<file path="src/rtl/color_display_7seg_if.sv">
// Signal bundle between the colour source and the 7-segment read-back block.
//   red_i/green_i/blue_i : 4-bit colour bits, synchronous to clk
//   seg                  : cathodes {g,f,e,d,c,b,a}, active-low
//   dp                   : decimal point, active-low
//   an                   : anodes, active-low; an[3]=count, an[2]=R, an[1]=G, an[0]=B
// master drives the colour bits; slave (the display block) drives the panel pins.
interface color_display_7seg_if;
    logic [3:0] red_i;
    logic [3:0] green_i;
    logic [3:0] blue_i;
    logic [6:0] seg;
    logic       dp;
    logic [3:0] an;

    modport master (
        output red_i, green_i, blue_i,
        input  seg, dp, an
    );

    modport slave (
        input  red_i, green_i, blue_i,
        output seg, dp, an
    );
endinterface

</file>
<file path="src/rtl/color_display_7seg.sv">
// Shows the R/G/B colour bits in hex on a 4-digit multiplexed 7-segment display,
// plus a 4-bit count of colour changes on the leftmost digit.
// Colours are snapshotted only at frame boundaries, so a frame never mixes old and new
// values. A channel whose value changed blinks for HIGHLIGHT_TICKS digit ticks.
//   clk  : system clock
//   rst  : asynchronous, active-low reset
//   bus  : slave side of color_display_7seg_if (colour inputs, seg/dp/an outputs)
module color_display_7seg #(
    parameter int unsigned CLK_FREQ        = 100_000_000,
    parameter int unsigned DIGIT_RATE      = 4000,
    parameter int unsigned HIGHLIGHT_TICKS = 4000,
    parameter int unsigned BLINK_TICKS     = 500
) (
    input logic                 clk,
    input logic                 rst,
    color_display_7seg_if.slave bus
);

    localparam int unsigned TICK_MAX = CLK_FREQ / DIGIT_RATE;
    localparam int unsigned PRE_W    = (TICK_MAX > 1) ? $clog2(TICK_MAX) : 1;
    localparam int unsigned TMR_W    = $clog2(HIGHLIGHT_TICKS + 1);
    localparam int unsigned BLK_W    = (BLINK_TICKS > 1) ? $clog2(BLINK_TICKS) : 1;

    function automatic logic [6:0] hex7(input logic [3:0] v);
        logic [6:0] s;
        case (v)
            4'h0: s = 7'h40;
            4'h1: s = 7'h79;
            4'h2: s = 7'h24;
            4'h3: s = 7'h30;
            4'h4: s = 7'h19;
            4'h5: s = 7'h12;
            4'h6: s = 7'h02;
            4'h7: s = 7'h78;
            4'h8: s = 7'h00;
            4'h9: s = 7'h10;
            4'hA: s = 7'h08;
            4'hB: s = 7'h03;
            4'hC: s = 7'h46;
            4'hD: s = 7'h21;
            4'hE: s = 7'h06;
            default: s = 7'h0E;
        endcase
        return s;
    endfunction

    // Channel index matches the anode bit: 2=R, 1=G, 0=B.
    logic [PRE_W-1:0]      pre_q, pre_d;
    logic [1:0]            sel_q, sel_d;
    logic [2:0][3:0]       in_q, in_d;
    logic [2:0][3:0]       disp_q, disp_d;
    logic [3:0]            cnt_q, cnt_d;
    logic [2:0][TMR_W-1:0] tmr_q, tmr_d;
    logic [BLK_W-1:0]      blk_q, blk_d;
    logic                  phase_q, phase_d;
    logic [3:0]            an_q, an_d;
    logic [6:0]            seg_q, seg_d;
    logic                  dp_q, dp_d;

    logic       tick;
    logic       snap;
    logic [2:0] changed;
    logic [3:0] nib;
    logic       lit_hl;
    logic       blank;

    always_comb begin
        tick  = (pre_q == PRE_W'(TICK_MAX - 1));
        pre_d = tick ? '0 : pre_q + 1'b1;
        sel_d = tick ? sel_q + 2'd1 : sel_q;
        // Frame boundary: the tick that wraps digit_sel from 3 back to 0.
        snap  = tick && (sel_q == 2'd3);

        in_d = {bus.red_i, bus.green_i, bus.blue_i};
        for (int i = 0; i < 3; i++) begin
            changed[i] = snap && (in_q[i] != disp_q[i]);
        end
        disp_d = snap ? in_q : disp_q;
        // One increment per snapshot regardless of how many channels moved.
        cnt_d  = (|changed) ? cnt_q + 4'd1 : cnt_q;

        tmr_d = tmr_q;
        for (int i = 0; i < 3; i++) begin
            if (changed[i]) begin
                tmr_d[i] = TMR_W'(HIGHLIGHT_TICKS);
            end else if (tick && (tmr_q[i] != '0)) begin
                tmr_d[i] = tmr_q[i] - 1'b1;
            end
        end

        blk_d   = blk_q;
        phase_d = phase_q;
        if (tick) begin
            if (blk_q == BLK_W'(BLINK_TICKS - 1)) begin
                blk_d   = '0;
                phase_d = ~phase_q;
            end else begin
                blk_d = blk_q + 1'b1;
            end
        end

        nib    = cnt_q;
        lit_hl = 1'b0;
        case (sel_q)
            2'd0: begin nib = disp_q[0]; lit_hl = (tmr_q[0] != '0); end
            2'd1: begin nib = disp_q[1]; lit_hl = (tmr_q[1] != '0); end
            2'd2: begin nib = disp_q[2]; lit_hl = (tmr_q[2] != '0); end
            default: begin nib = cnt_q; lit_hl = 1'b0; end
        endcase
        blank = lit_hl && !phase_q;

        an_d  = blank ? 4'hF : ~(4'b0001 << sel_q);
        seg_d = blank ? 7'h7F : hex7(nib);
        dp_d  = (sel_q != 2'd3);
    end

    always_ff @(posedge clk or negedge rst) begin
        if (!rst) begin
            pre_q   <= '0;
            sel_q   <= '0;
            in_q    <= '0;
            disp_q  <= '0;
            cnt_q   <= '0;
            tmr_q   <= '0;
            blk_q   <= '0;
            phase_q <= 1'b0;
            an_q    <= 4'hF;
            seg_q   <= 7'h7F;
            dp_q    <= 1'b1;
        end else begin
            pre_q   <= pre_d;
            sel_q   <= sel_d;
            in_q    <= in_d;
            disp_q  <= disp_d;
            cnt_q   <= cnt_d;
            tmr_q   <= tmr_d;
            blk_q   <= blk_d;
            phase_q <= phase_d;
            an_q    <= an_d;
            seg_q   <= seg_d;
            dp_q    <= dp_d;
        end
    end

    assign bus.an  = an_q;
    assign bus.seg = seg_q;
    assign bus.dp  = dp_q;

endmodule

</file>
<file path="src/flat_wrapper.sv">
// flat-port wrapper written by rule: the top's interface ports become plain ports
module color_display_7seg_flat 
#(
    parameter int unsigned CLK_FREQ        = 100_000_000,
    parameter int unsigned DIGIT_RATE      = 4000,
    parameter int unsigned HIGHLIGHT_TICKS = 4000,
    parameter int unsigned BLINK_TICKS     = 500
)
  (clk, rst, bus_red_i, bus_green_i, bus_blue_i, bus_seg, bus_dp, bus_an);
  color_display_7seg_if bus_i ();
  input logic clk;
  input logic rst;
  input wire logic [$bits(bus_i.red_i)-1:0] bus_red_i;
  input wire logic [$bits(bus_i.green_i)-1:0] bus_green_i;
  input wire logic [$bits(bus_i.blue_i)-1:0] bus_blue_i;
  output wire logic [$bits(bus_i.seg)-1:0] bus_seg;
  output wire logic [$bits(bus_i.dp)-1:0] bus_dp;
  output wire logic [$bits(bus_i.an)-1:0] bus_an;
  assign bus_i.red_i = bus_red_i;
  assign bus_i.green_i = bus_green_i;
  assign bus_i.blue_i = bus_blue_i;
  assign bus_seg = bus_i.seg;
  assign bus_dp = bus_i.dp;
  assign bus_an = bus_i.an;
  color_display_7seg #(.CLK_FREQ(CLK_FREQ), .DIGIT_RATE(DIGIT_RATE), .HIGHLIGHT_TICKS(HIGHLIGHT_TICKS), .BLINK_TICKS(BLINK_TICKS)) u_core (.clk(clk), .rst(rst), .bus(bus_i));
endmodule
</file>
<file path="config.mk">
export PLATFORM = sky130hd
export DESIGN_NAME = color_display_7seg_flat
export DESIGN_NICKNAME = d
export VERILOG_FILES = /design/src/rtl/color_display_7seg_if.sv /design/src/rtl/color_display_7seg.sv /design/src/flat_wrapper.sv
export SDC_FILE = /design/constraint.sdc
export NUM_CORES = 1
export LEC_CHECK = 0
export ABC_AREA = 1
export ABC_CLOCK_PERIOD_IN_PS = 2200
export CORE_AREA = 2 2 123 125
export CTS_CLUSTER_SIZE = 8
export DETAILED_ROUTE_END_ITERATION = 8
export DIE_AREA = 0 0 125 127
export GPL_TIMING_DRIVEN = 0
export HOLD_SLACK_MARGIN = 0.05
export SLEW_MARGIN = 15
export SYNTH_ARGS = -nofsm -noshare
export SYNTH_HDL_FRONTEND = slang
export SYNTH_SLANG_ARGS = --single-unit
</file>
<file path="constraint.sdc">
create_clock -name clk -period 2.2 [get_ports clk]
set_clock_uncertainty 0.1 [all_clocks]
set_input_delay 0.33 -clock clk [delete_from_list [all_inputs] [get_ports clk]]
set_output_delay 0.33 -clock clk [all_outputs]
set_load 0.01 [all_outputs]
</file>
== Yosys cells after proc, flatten, opt, wreduce, memory -nomap -nowiden ==
Memories as Yosys holds them, arrays and structs flattened.
Index checks and enable logic that the tools add are counted.
W data, S select, Z words.
Word-level totals
  register bits: 103
  latch bits: 0
  bits in writable memories: 0
  bits in read-only memories: 112
  input bits: 14
  output and inout bits: 12
  logic and storage cells: 67
  memories: 1
Cells by class
  add/subtract/negate cells: 7
  multipliers: 0
  div/mod/pow operators: 0
  magnitude comparators: 0
  equality and inequality tests: 9
  shift-type cells: 1
  mux-type cells: 12
  bitwise logic cells: 2
  reductions and logical operators: 18
Memory list
  (name not given): words 16, bits a word 7, read ports 1, clocked after Yosys merged registers in 0, write ports 0, line color_display_7seg.sv:26  | case (v)
Operators with widths (number)
  $mux W12: 6
  $reduce_bool A12 Y1: 3
  $sub A12 B1 Y12 const B: 3
  $add A15 B1 Y15 const B: 1
  $eq A15 B15 Y1 const B: 1
  $mux W15: 1
  $ne A4 B4 Y1: 3
  $pmux W4 S3: 1
  $add A9 B1 Y9 const B: 1
  $eq A9 B9 Y1 const B: 1
  $mux W9: 1
  $logic_and A1 B1 Y1: 8
  $mux W7: 1
  $reduce_bool A2 Y1: 3
  $add A4 B1 Y4 const B: 1
  $eq A2 B2 Y1 const B: 2
  $mux W4: 1
  $not A4 Y4: 1
  $shl A1 B2 Y4 const A: 1
  $pmux W1 S3: 1
  $reduce_or A3 Y1: 1
  $add A2 B1 Y2 const B: 1
  $eq A2 B1 Y1 const B: 1
  $logic_not A2 Y1: 1
  other kinds (4): 4

== Longest topological paths before layout ==
Gate-level depths: netlist (run 1).
  word-level depth: 4
  mapped depth: 14
  depth with buffers taken out: 14

== Worst setup path after synthesis (run 1) ==
OpenSTA, ideal clock, no wires.
  path kind: register to register
  start point: reg u_core.sel_q[0]
  end point: reg u_core.seg_q[0] (netlist: u_core.bus.seg[0])
  setup time: 0.080 ns
  data arrival time: 1.831 ns
  required time: 2.020 ns
  setup slack: 0.190 ns
  stages on the path, launching flop included: 14
  buffers on the path: 0
  clock period less this slack: 2.010 ns
  cells stage by stage: dfrtp_1 inv_1 ha_1 nand2_1 nand2_1 o22ai_1 inv_1 ha_1 nand2_1 o21ai_0 nand2_1 nand2_1 inv_1 nand2_1
On the way
  longest elaborated chain between the ends: 4
  elaborated cells between the ends (all ways): 8
  those cells by class: eq/ne: 2; mux: 3; reduce/logical: 2; memory: 1
Ends and longest elaborated chain
  start: declaration: line color_display_7seg.sv:49  | logic [1:0] sel_q, sel_d;
  start signal: assignment: line color_display_7seg.sv:132  | sel_q <= sel_d;
  $eq A2 B2 Y1, or another cell as far along: line color_display_7seg.sv:104  | case (sel_q)
  $pmux W4 S3 / $pmux W1 S3 (equally long branches): line color_display_7seg.sv:104
  $mem_v2 Z16 W7 / $logic_and A1 B1 Y1 (equally long branches)
  $mux W7 *: line color_display_7seg.sv:113  | seg_d = blank ? 7'h7F : hex7(nib);
  net u_core.seg_d[0]: line color_display_7seg.sv:57  | logic [6:0] seg_q, seg_d;
  end signal: assignment: line color_display_7seg.sv:140  | seg_q <= seg_d;
  end: declaration: line color_display_7seg.sv:57
The timed path passes the listed nets; every way through them passes the cells marked *.
A chain may end at the register's enable or synchronous reset.

== Final worst setup path (run 1) ==
  start point: reg u_core.sel_q[1]
  end point: reg u_core.seg_q[0] (netlist: u_core.bus.seg[0])
The elaborated chain is that of the path after synthesis.

==> results of run 1 <==
final cells by class:
class                   count  share of cell area
clock inverters             4             0.00471
clock buffers              12              0.0386
plain buffers               7             0.00621
inverters                  98              0.0557
repair buffers             30              0.0469
multi-input cells         560               0.427
flip-flops and latches    102               0.386
well taps                 184              0.0346
layout by cell type (no fill, tap or decap), types with 10 or more instances in the layout:
cell             count
a21oi_1             13
clkdlybuf4s50_1     24
dfrtp_1             90
dfstp_2             11
ha_1                13
inv_1               90
nand2_1            258
nand3_1             66
nand3b_1            10
nand4_1             11
nor2_1              79
nor3_1              14
o21ai_0             28
xor2_1              28
final timing paths:
check,to,slack [ns],cells past startpoint
worst max-delay path,u_core.bus.seg[0]$_DFF_PN1_,0.10,15
worst min-delay path,u_core.in_q[8]$_DFF_PN0_,0.31,1
worst max register to register,u_core.bus.seg[0]$_DFF_PN1_,0.10,15
worst min register to register,u_core.pre_q[0]$_DFF_PN0_,0.37,1
max in group asynchronous,u_core.bus.an[0]$_DFF_PN1_,0.98,3
min in group asynchronous,u_core.in_q[11]$_DFF_PN0_,0.36,2
per-layer routing:
layer  up-vias  part of all wire  GRT usage  wire length, um
li1       2473                 -          -                -
met5         -                 0          0                0
met1      2149              0.50      0.215             5960
met2        57              0.45      0.253             5370
met4         0            0.0098     0.0333              116
met3        10             0.037     0.0465              446
power groups by stage:
stage / clock network, mW / registers, mW / logic [mW]
3_3_place_gp: 0 / 1.93 / 0.0842
5_1_grt: 1.70 / 1.89 / 0.103
2_1_floorplan: 0 / 1.93 / 0.0186
4_1_cts: 1.62 / 1.89 / 0.0929
6_report: 1.56 / 1.89 / 0.0881
3_5_place_dp: 0 / 1.93 / 0.0910
logic make-up (layout without fill, tap and decap cells):
kind of cell | count (synthesis) | in the layout | synth area share
adder cells (fa/ha/maj) | 17 | 17 | 0.0370
flip-flops | 102 | 102 | 0.447
AND/OR/NAND/NOR | 463 | 463 | 0.351
buffers and inverters | 105 | 151 | 0.0712
AO/OA/AOI/OAI | 47 | 47 | 0.0433
XOR/XNOR | 33 | 33 | 0.0503
flip-flops by register name, summed over array words and instances, names as in the netlist:
register	cells
u_core.tmr_q	36
u_core.pre_q	15
u_core.disp_q	12
u_core.in_q	12
u_core.blk_q	9
u_core.bus.seg	7
u_core.bus.an	4
u_core.cnt_q	4
u_core.sel_q	2
u_core.phase_q	1
worst register-to-register path, cell delays in order (launching register included):
cell	delay, ns
dfrtp_1	0.46
inv_2	0.12
ha_4	0.20
nand2_1	0.09
nand2_1	0.06
nor2_1	0.12
nor2_2	0.08
buf_4	0.14
inv_2	0.10
ha_1	0.15
inv_1	0.04
o21ai_0	0.16
nand2_1	0.06
nand2_1	0.06
inv_1	0.03
nand2_1	0.05
repair_timing:
item,in CTS,in global routing
endpoints found under the setup margin,6,10
setup buffers,0,3
endpoints found under the hold margin,38,0
resized for setup,3,15
pin swaps,0,2
hold buffers,1,0
==> summary.md, run 1 <==
| Metric | Value |
|---|---|
| Status | complete, no violations |
| Max-Cap Viols | 0 |
| Reg2reg start | u_core.sel_q[1]$_DFFE_PN0N_ |
| Final RePlAce weighted congestion | 0.814 |
| Setup TNS | 0 ns |
| Area leader, netlist | dfrtp_1 |
| Arrival time at the worst endpoint | 2.29 ns |
| Post-synth top cells | nand2_1, inv_1, dfrtp_1 |
| Multi-input gate area | 2840 um^2 |
| Final hold violations | 0 |
| Synth cell types | 30 |
| Total gr overflow | 0 |
| Total GRT Usage | 0.158 |
| Row cnt | 44 |
| Pre-antenna DRT Iters | 5 |
| Clock sinks | 102 |
| Antenna Cells | 0 |
| P per Cell Area | 533 nW/um^2 |
| WL final | 11,900 um |
| Main area contributors after synthesis | dfrtp_1, nand2_1, inv_1 |
| P_sw | 0.789 mW |
| CTS buffer count | 9 |
| Clk pwr share | 0.440 |
| Leak | 3.58 nW |
| Critical path's largest stage delay | 0.46 ns |
| Asr flop ratio synth | 1.00 |
| Routed Antenna Nets | 0 |
| Most numerous cell in the Yosys netlist | nand2_1 |
| First-pass GRT wire length | 20,600 um |
| Endpoints failing setup | 0 |
| HP Class | input pin to flip-flop |
| Main flop type after synthesis | dfrtp_1 |
| Drt drc | 0 |
| Area grow syn2layout | 15.7% |
| Sw Ratio | 0.223 |
| Clock latency on the worst-skew pair | 0.36 ns |
| Clock Tree Root | clkbuf_16 |
| Peak supply drop | 0.368 mV |
| Vias/cell | 4.70 |
| Tcrit/Tclk final | 0.954 |
| Core Util, Final | 0.461 |
| CP startpoint kind | flip-flop |
| F_max | 477 MHz |
| DIE WIDTH | 125 um |
| Placed cells | 977 |
| Kind of critical path | flip-flop to flip-flop |
| DR iter-0 viols | 276 |
| Instance area after placement | 6250 um^2 |
| Syn avg cell area | 7.49 um^2 |
| Final Non-Filler Cells | 997 |
| Gate Count Post-Synth | 767 |
| CP max stage cell | dfrtp_1 |
| Crit end category | flip-flop |
| Crit path time final | 2.10 ns |
| CP required | 2.39 ns |
| # fillers | 1,464 |
| Storage cell area | 2570 um^2 |
| Pre-CTS setup slack | -0.202 ns |
| HP Start | bus_red_i[0] |
| Share of the synthesized area in the top cell type | 0.396 |
| Post-DP HPWL | 8390 um |
| Internal power | 2.75 mW |
| Routed via count | 4,689 |
| Gate power share | 0.025 |
| Clk buf depth | 2 |
| Final net count | 839 |
| Worst-path clk slew | 0.07 ns |
| WL/cell | 11.9 um |
| Chip Height | 127 um |
| Max_slew headroom | 0.658 |
| Yosys reg bits | 102 |
| Number of global-route vias before repair | 4,387 |
| Worst slew pin tran | 0.510 ns |
| CP dominant cell by count | nand2_1 |
| Crit path from | u_core.sel_q[1]$_DFFE_PN0N_ |
| Flop pwr share | 0.535 |
| Delay-heaviest family, CP | simple AND/OR/NAND/NOR gates |
| DIE AREA | 15,900 um^2 |
| Pin count of the biggest net entering global routing | 61 |
| Sequential share of the synthesized area | 0.447 |
| Critical path cell sequence | inv_2, ha_4, nand2_1, nand2_1, nor2_1, nor2_2, buf_4, inv_2, ha_1, inv_1, o21ai_0, nand2_1, nand2_1, inv_1, nand2_1 |
| Cell area after synthesis | 5740 um^2 |
| Core region area | 14,400 um^2 |
| Fin Hold WS | 0.307 ns |
| Worst setup margin | 0.102 ns |
| Total power | 3.54 mW |
| Ports | 26 |
| H-tree levels | 3 |
| Syn_nets | 798 |
| Max Slew Vio Count | 0 |
| Critical path buffer and inverter count | 5 |
| Post-synth EDFFs | 0 |
| Final instance area | 6650 um^2 |
| CTS tree | yes |
| Share of cells above drive strength 1 | 0.0959 |
| Largest fanout on the critical path | 6 |
| Number of I/O port buffers | 25 |
| Total of warnings raised by yosys | 0 |
| Antenna violations before repair | 0 |
| Initial core utilization | 0.398 |
No activity file was read; power rests on OpenSTA's default activity.
==> run 2: changes to the inputs <==
--- a/config.mk
+++ b/config.mk
@@ -7,10 +7,10 @@
 export LEC_CHECK = 0
 export ABC_AREA = 1
 export ABC_CLOCK_PERIOD_IN_PS = 2200
-export CORE_AREA = 2 2 123 125
+export CORE_AREA = 10 10 131 133
 export CTS_CLUSTER_SIZE = 8
 export DETAILED_ROUTE_END_ITERATION = 8
-export DIE_AREA = 0 0 125 127
+export DIE_AREA = 0 0 141 143
 export GPL_TIMING_DRIVEN = 0
 export HOLD_SLACK_MARGIN = 0.05
 export SLEW_MARGIN = 15
==> summary.md, run 2 (synthesis results as in run 1) <==
| Metric | Value |
|---|---|
| Status | complete, no violations |
| Clock latency on the worst-skew pair | 0.36 ns |
| Most common cell after layout, fill and taps aside | nand2_1 |
| Routed via count | 4,653 |
| Final net count | 838 |
| CP required | 2.40 ns |
| Row cnt | 44 |
| Max Slew Vio Count | 0 |
| DR iter-0 viols | 188 |
| Reg2reg start | u_core.sel_q[1]$_DFFE_PN0N_ |
| Endpoints failing setup | 0 |
| Antenna Cells | 0 |
| Reg2Reg Setup Slack | 0.18 ns |
| Reg-to-reg endpoint | u_core.bus.seg[0]$_DFF_PN1_ |
| Critical path's largest stage delay | 0.42 ns |
| Core region area | 14,400 um^2 |
| Crit path depth | 13 |
| CTS tree | yes |
| Worst slew pin tran | 0.479 ns |
| Clk buf depth | 2 |
| P per Cell Area | 535 nW/um^2 |
| Tcrit/Tclk final | 0.920 |
| Pre-antenna DRT Iters | 4 |
| R2r worst-path depth | 13 |
| Clock sinks | 102 |
| Area grow syn2layout | 15.1% |
| Number of global-route vias before repair | 4,345 |
| Critical path buffer and inverter count | 3 |
| CP dominant cell by count | nand2_1 |
| Share of cells above drive strength 1 | 0.0911 |
| Top flop regs | u_core.tmr_q x36, u_core.pre_q x15 |
| Critical path cell sequence | inv_1, ha_2, nand2_1, nand2_1, nor2_1, nor2_2, ha_1, inv_1, o21ai_0, nand2_1, nand2_1, inv_1, nand2_1 |
| Total GRT Usage | 0.123 |
| Kind of critical path | flip-flop to flip-flop |
| Post-DP HPWL | 8610 um |
| CP startpoint kind | flip-flop |
| Commonest cells after routing, fill and taps aside | nand2_1, inv_1, dfrtp_1 |
| WL/cell | 12.0 um |
| Chip Height | 143 um |
| Routed Antenna Nets | 0 |
| WL final | 12,000 um |
| Peak supply drop | 0.405 mV |
| Fin Hold WS | 0.303 ns |
| Worst-path clk slew | 0.07 ns |
| Max FFs per register | 36 |
| H-tree levels | 3 |
| First-pass GRT wire length | 20,600 um |
| Total gr overflow | 0 |
| Clock Tree Root | clkbuf_16 |
| HP Start | bus_red_i[3] |
| Final hold violations | 0 |
| DIE AREA | 20,200 um^2 |
| HP Class | input pin to flip-flop |
| RSZ-0062 raised after global routing | true |
| F_max | 494 MHz |
| Largest register by flop count | u_core.tmr_q |
| # fillers | 1,433 |
| Leak | 3.59 nW |
| Total power | 3.54 mW |
| Max-Cap Viols | 0 |
| Max_slew headroom | 0.681 |
| Initial core utilization | 0.398 |
| Crit end category | flip-flop |
| Delay-heaviest family, CP | simple AND/OR/NAND/NOR gates |
| Largest fanout on the critical path | 6 |
| Crit path time final | 2.02 ns |
| Antenna violations before repair | 0 |
| Drt drc | 0 |
| DIE WIDTH | 141 um |
| Placed cells | 977 |
| Multi-input gate area | 2810 um^2 |
| Hold endpoint | u_core.in_q[11]$_DFF_PN0_ |
| Pin count of the biggest net entering global routing | 68 |
| CTS buffer count | 9 |
| Arrival time at the worst endpoint | 2.22 ns |
| Storage cell area | 2570 um^2 |
| Final RePlAce weighted congestion | 0.820 |
| WHS Path Cells | 1 |
| CP max stage cell | dfrtp_1 |
| Final Non-Filler Cells | 996 |
| Vias/cell | 4.67 |
| Number of I/O port buffers | 25 |
| Ports | 26 |
==> run 2: changes by cell type in the layout (fill, tap and decap cells not counted), sizes merged <==
cell and change:
clkinvlp -3, clkinv +2, buf -1, clkbuf +1
==> run 2: layer usage <==
layer,GRT usage,part of all wire,routed length [um]
met5,0,0,0
met4,0.0402,0.014,170
met3,0.0371,0.032,389
met2,0.192,0.44,5310
met1,0.159,0.51,6120
==> run 2: worst register-to-register path: stages, from the launching register on <==
cell and delay, ns:
dfrtp_1 0.42, inv_1 0.12, ha_2 0.26, nand2_1 0.08, nand2_1 0.07, nor2_1 0.04
nor2_2 0.18, ha_1 0.23, inv_1 0.08, o21ai_0 0.17, nand2_1 0.07, nand2_1 0.06
inv_1 0.03, nand2_1 0.06
==> run 2: area by class of cell <==
type,count,area share
inverters,98,0.0557
repair buffers,29,0.0460
clock inverters,3,0.00284
flip-flops and latches,102,0.388
well taps,184,0.0348
clock buffers,13,0.0409
plain buffers,7,0.00625
multi-input cells,560,0.425
==> run 2: timing repair <==
item	CTS	global route
hold buffers	1	0
resized for setup	3	8
endpoints found under the hold margin	28	0
setup buffers	0	2
pin swaps	0	1
setup endpoints to repair	6	11
==> run 2: worst max path at each step <==
stage	start	to
after floorplan	u_core.sel_q[0]$_DFFE_PN0N_	u_core.bus.seg[0]$_DFF_PN1_
after CTS	u_core.sel_q[0]$_DFFE_PN0N_	u_core.bus.seg[0]$_DFF_PN1_
final	u_core.sel_q[1]$_DFFE_PN0N_	u_core.bus.seg[0]$_DFF_PN1_
after global routing	u_core.sel_q[1]$_DFFE_PN0N_	u_core.bus.seg[0]$_DFF_PN1_
after global placement	rst	u_core.pre_q[10]$_DFF_PN0_
after detailed placement	u_core.sel_q[0]$_DFFE_PN0N_	u_core.bus.seg[0]$_DFF_PN1_
==> run 2: power breakdown <==
group	leakage (nW)	total [mW]	internal (mW)	switching (mW)
Combinational	2.10	0.0881	0.0343	0.0538
Sequential	1.34	1.89	1.89	0.00763
Clock	0.146	1.55	0.859	0.695
==> run 2: per-stage QoR <==
stage / TNS (ns) / area (um^2) / utilization / setup slack (ns)
3_5_place_dp: -0.921 / 6250 / 0.434 / -0.206
5_1_grt: -0.0340 / 6610 / 0.458 / -0.0340
6_report: 0 / 6610 / 0.458 / 0.176
3_3_place_gp: -325.26 / 6220 / 0.432 / -3.33
2_1_floorplan: 0 / 5740 / - / 0.190
4_1_cts: 0 / 6570 / 0.455 / 0.0334
==> run 3: changes to the inputs <==
--- a/config.mk
+++ b/config.mk
@@ -8,6 +8,7 @@
 export ABC_AREA = 1
 export ABC_CLOCK_PERIOD_IN_PS = 2200
 export CORE_AREA = 10 10 131 133
+export CTS_BUF_LIST = sky130_fd_sc_hd__clkbuf_4
 export CTS_CLUSTER_SIZE = 8
 export DETAILED_ROUTE_END_ITERATION = 8
 export DIE_AREA = 0 0 141 143
==> summary.md, run 3 (synthesis results as in run 1) <==
| Metric | Value |
|---|---|
| RSZ-0062 raised after global routing | true |
| Post-DP HPWL | 8610 um |
| Max FFs per register | 36 |
| Worst slew pin tran | 0.465 ns |
| Pin count of the biggest net entering global routing | 68 |
| P_sw | 0.671 mW |
| Number of global-route vias before repair | 4,275 |
| Share of cells above drive strength 1 | 0.0864 |
| Leak | 3.49 nW |
| Routed Antenna Nets | 0 |
| Antenna violations before repair | 1 |
| Clock sinks | 102 |
| Largest fanout on the critical path | 2 |
| DR iter-0 viols | 208 |
| Kind of critical path | flip-flop to primary output |
| Number of I/O port buffers | 25 |
| Final instance area | 6420 um^2 |
| Pre-CTS setup slack | -0.206 ns |
| Vias/cell | 4.64 |
| F_max | 483 MHz |
| Reg2reg start | u_core.sel_q[0]$_DFFE_PN0N_ |
| WL/cell | 11.9 um |
| Worst-path clk slew | 0.16 ns |
| Setup TNS | 0 ns |
| # fillers | 1,459 |
| WHS Path Cells | 1 |
| DIE WIDTH | 141 um |
| Crit path from | u_core.bus.an[3]$_DFF_PN1_ |
| CP required | 1.77 ns |
| Commonest cells after routing, fill and taps aside | nand2_1, inv_1, dfrtp_1 |
| Drt drc | 0 |
| WL final | 11,900 um |
| Total GRT Usage | 0.122 |
| Clk buf depth | 2 |
| Ports | 26 |
| First-pass GRT wire length | 20,500 um |
| P per Cell Area | 440 nW/um^2 |
| Status | complete, no violations |
| Total gr overflow | 0 |
| CP startpoint kind | flip-flop |
| Core region area | 14,400 um^2 |
| Final RePlAce weighted congestion | 0.820 |
| Tcrit/Tclk final | 0.940 |
| Worst setup margin | 0.132 ns |
| Sw Ratio | 0.238 |
| Most common cell after layout, fill and taps aside | nand2_1 |
| Peak supply drop | 0.202 mV |
| R2r worst-path depth | 13 |
| Crit end category | primary output |
| Endpoints failing setup | 0 |
| Max Slew Vio Count | 0 |
| Chip Height | 143 um |
| Clk pwr share | 0.298 |
| Instance area after placement | 6250 um^2 |
| CTS tree | yes |
| Top flop regs | u_core.tmr_q x36, u_core.pre_q x15 |
| Gate power share | 0.031 |
| Max-Cap Viols | 0 |
| Routed via count | 4,637 |
| Largest register by flop count | u_core.tmr_q |
| HP Class | input pin to flip-flop |
| DIE AREA | 20,200 um^2 |
| Internal power | 2.16 mW |
| HP Start | bus_red_i[3] |
| Final hold violations | 0 |
| Clock latency on the worst-skew pair | 0.47 ns |
| Initial core utilization | 0.398 |
| Crit path time final | 2.07 ns |
| Flop pwr share | 0.670 |
| CTS buffer count | 9 |
| Pre-antenna DRT Iters | 4 |
| Arrival time at the worst endpoint | 1.64 ns |
| Row cnt | 44 |
| H-tree levels | 3 |
| Clock Tree Root | clkbuf_4 |
| Area grow syn2layout | 11.8% |
| Final net count | 836 |
| Max_slew headroom | 0.690 |
## run 3: worst paths after layout
path	end	slack [ns]
max	bus_an[3]	0.13
max reg2reg	u_core.bus.seg[0]$_DFF_PN1_	0.17
min	u_core.in_q[11]$_DFF_PN0_	0.17
min reg2reg	u_core.pre_q[0]$_DFF_PN0_	0.38
max in group asynchronous	u_core.bus.an[3]$_DFF_PN1_	1.12
min in group asynchronous	u_core.in_q[6]$_DFF_PN0_	0.20
## run 3: cell type report
cell class                      count  area [um^2]  share of cell area
Antenna cell                        5         12.5             0.00195
Buffer                              7         41.3             0.00643
Clock buffer                       10         75.1              0.0117
Clock inverter                      6         30.0             0.00468
Inverter                           98          370              0.0577
Multi-Input combinational cell    560         2810               0.437
Sequential cell                   102         2570               0.400
Tap cell                          184          230              0.0358
Timing Repair Buffer               27          289              0.0450
## run 3: stage by stage
| step | hold WS (ns) | util | std cells | power (mW) |
|---|---|---|---|---|
| final | 0.168 | 0.445 | 999 | 2.83 |
| after global routing | 0.111 | 0.445 | 999 | 2.98 |
| after CTS | 0.126 | 0.443 | 994 | 2.89 |
| after detailed placement | 0.151 | 0.434 | 977 | 2.02 |
| after global placement | 0.354 | 0.432 | 976 | 2.01 |
| after floorplan | -0.0656 | - | 767 | 1.95 |
## run 3: worst max-delay path, cell delays in order (launching register included)
cell             delay [ns]
dfstp_2                0.56
buf_4                  0.10
clkdlybuf4s50_1        0.52
## run 3: power by group through the flow
stage | clock (mW) | combinational [mW] | sequential (mW)
6_report | 0.844 | 0.0879 | 1.90
3_5_place_dp | 0 | 0.0907 | 1.93
4_1_cts | 0.897 | 0.0928 | 1.90
2_1_floorplan | 0 | 0.0186 | 1.93
3_3_place_gp | 0 | 0.0842 | 1.93
5_1_grt | 0.981 | 0.102 | 1.90
## run 3: repair_timing
action / in CTS / in global routing
endpoints found under the hold margin: 98 / 0
pin swaps: 0 / 1
setup endpoints to repair: 7 / 12
hold buffers: 1 / 0
gates resized for setup: 3 / 9
buffers inserted: 0 / 0
## run 3: per-layer routing
layer	track usage	wire length, um	up-vias	share of wire
met5	0	0	-	0
met4	0.0299	120	0	0.010
met3	0.0362	435	10	0.037
met2	0.192	5300	50	0.45
met1	0.160	6040	2097	0.51
li1	-	-	2480	-
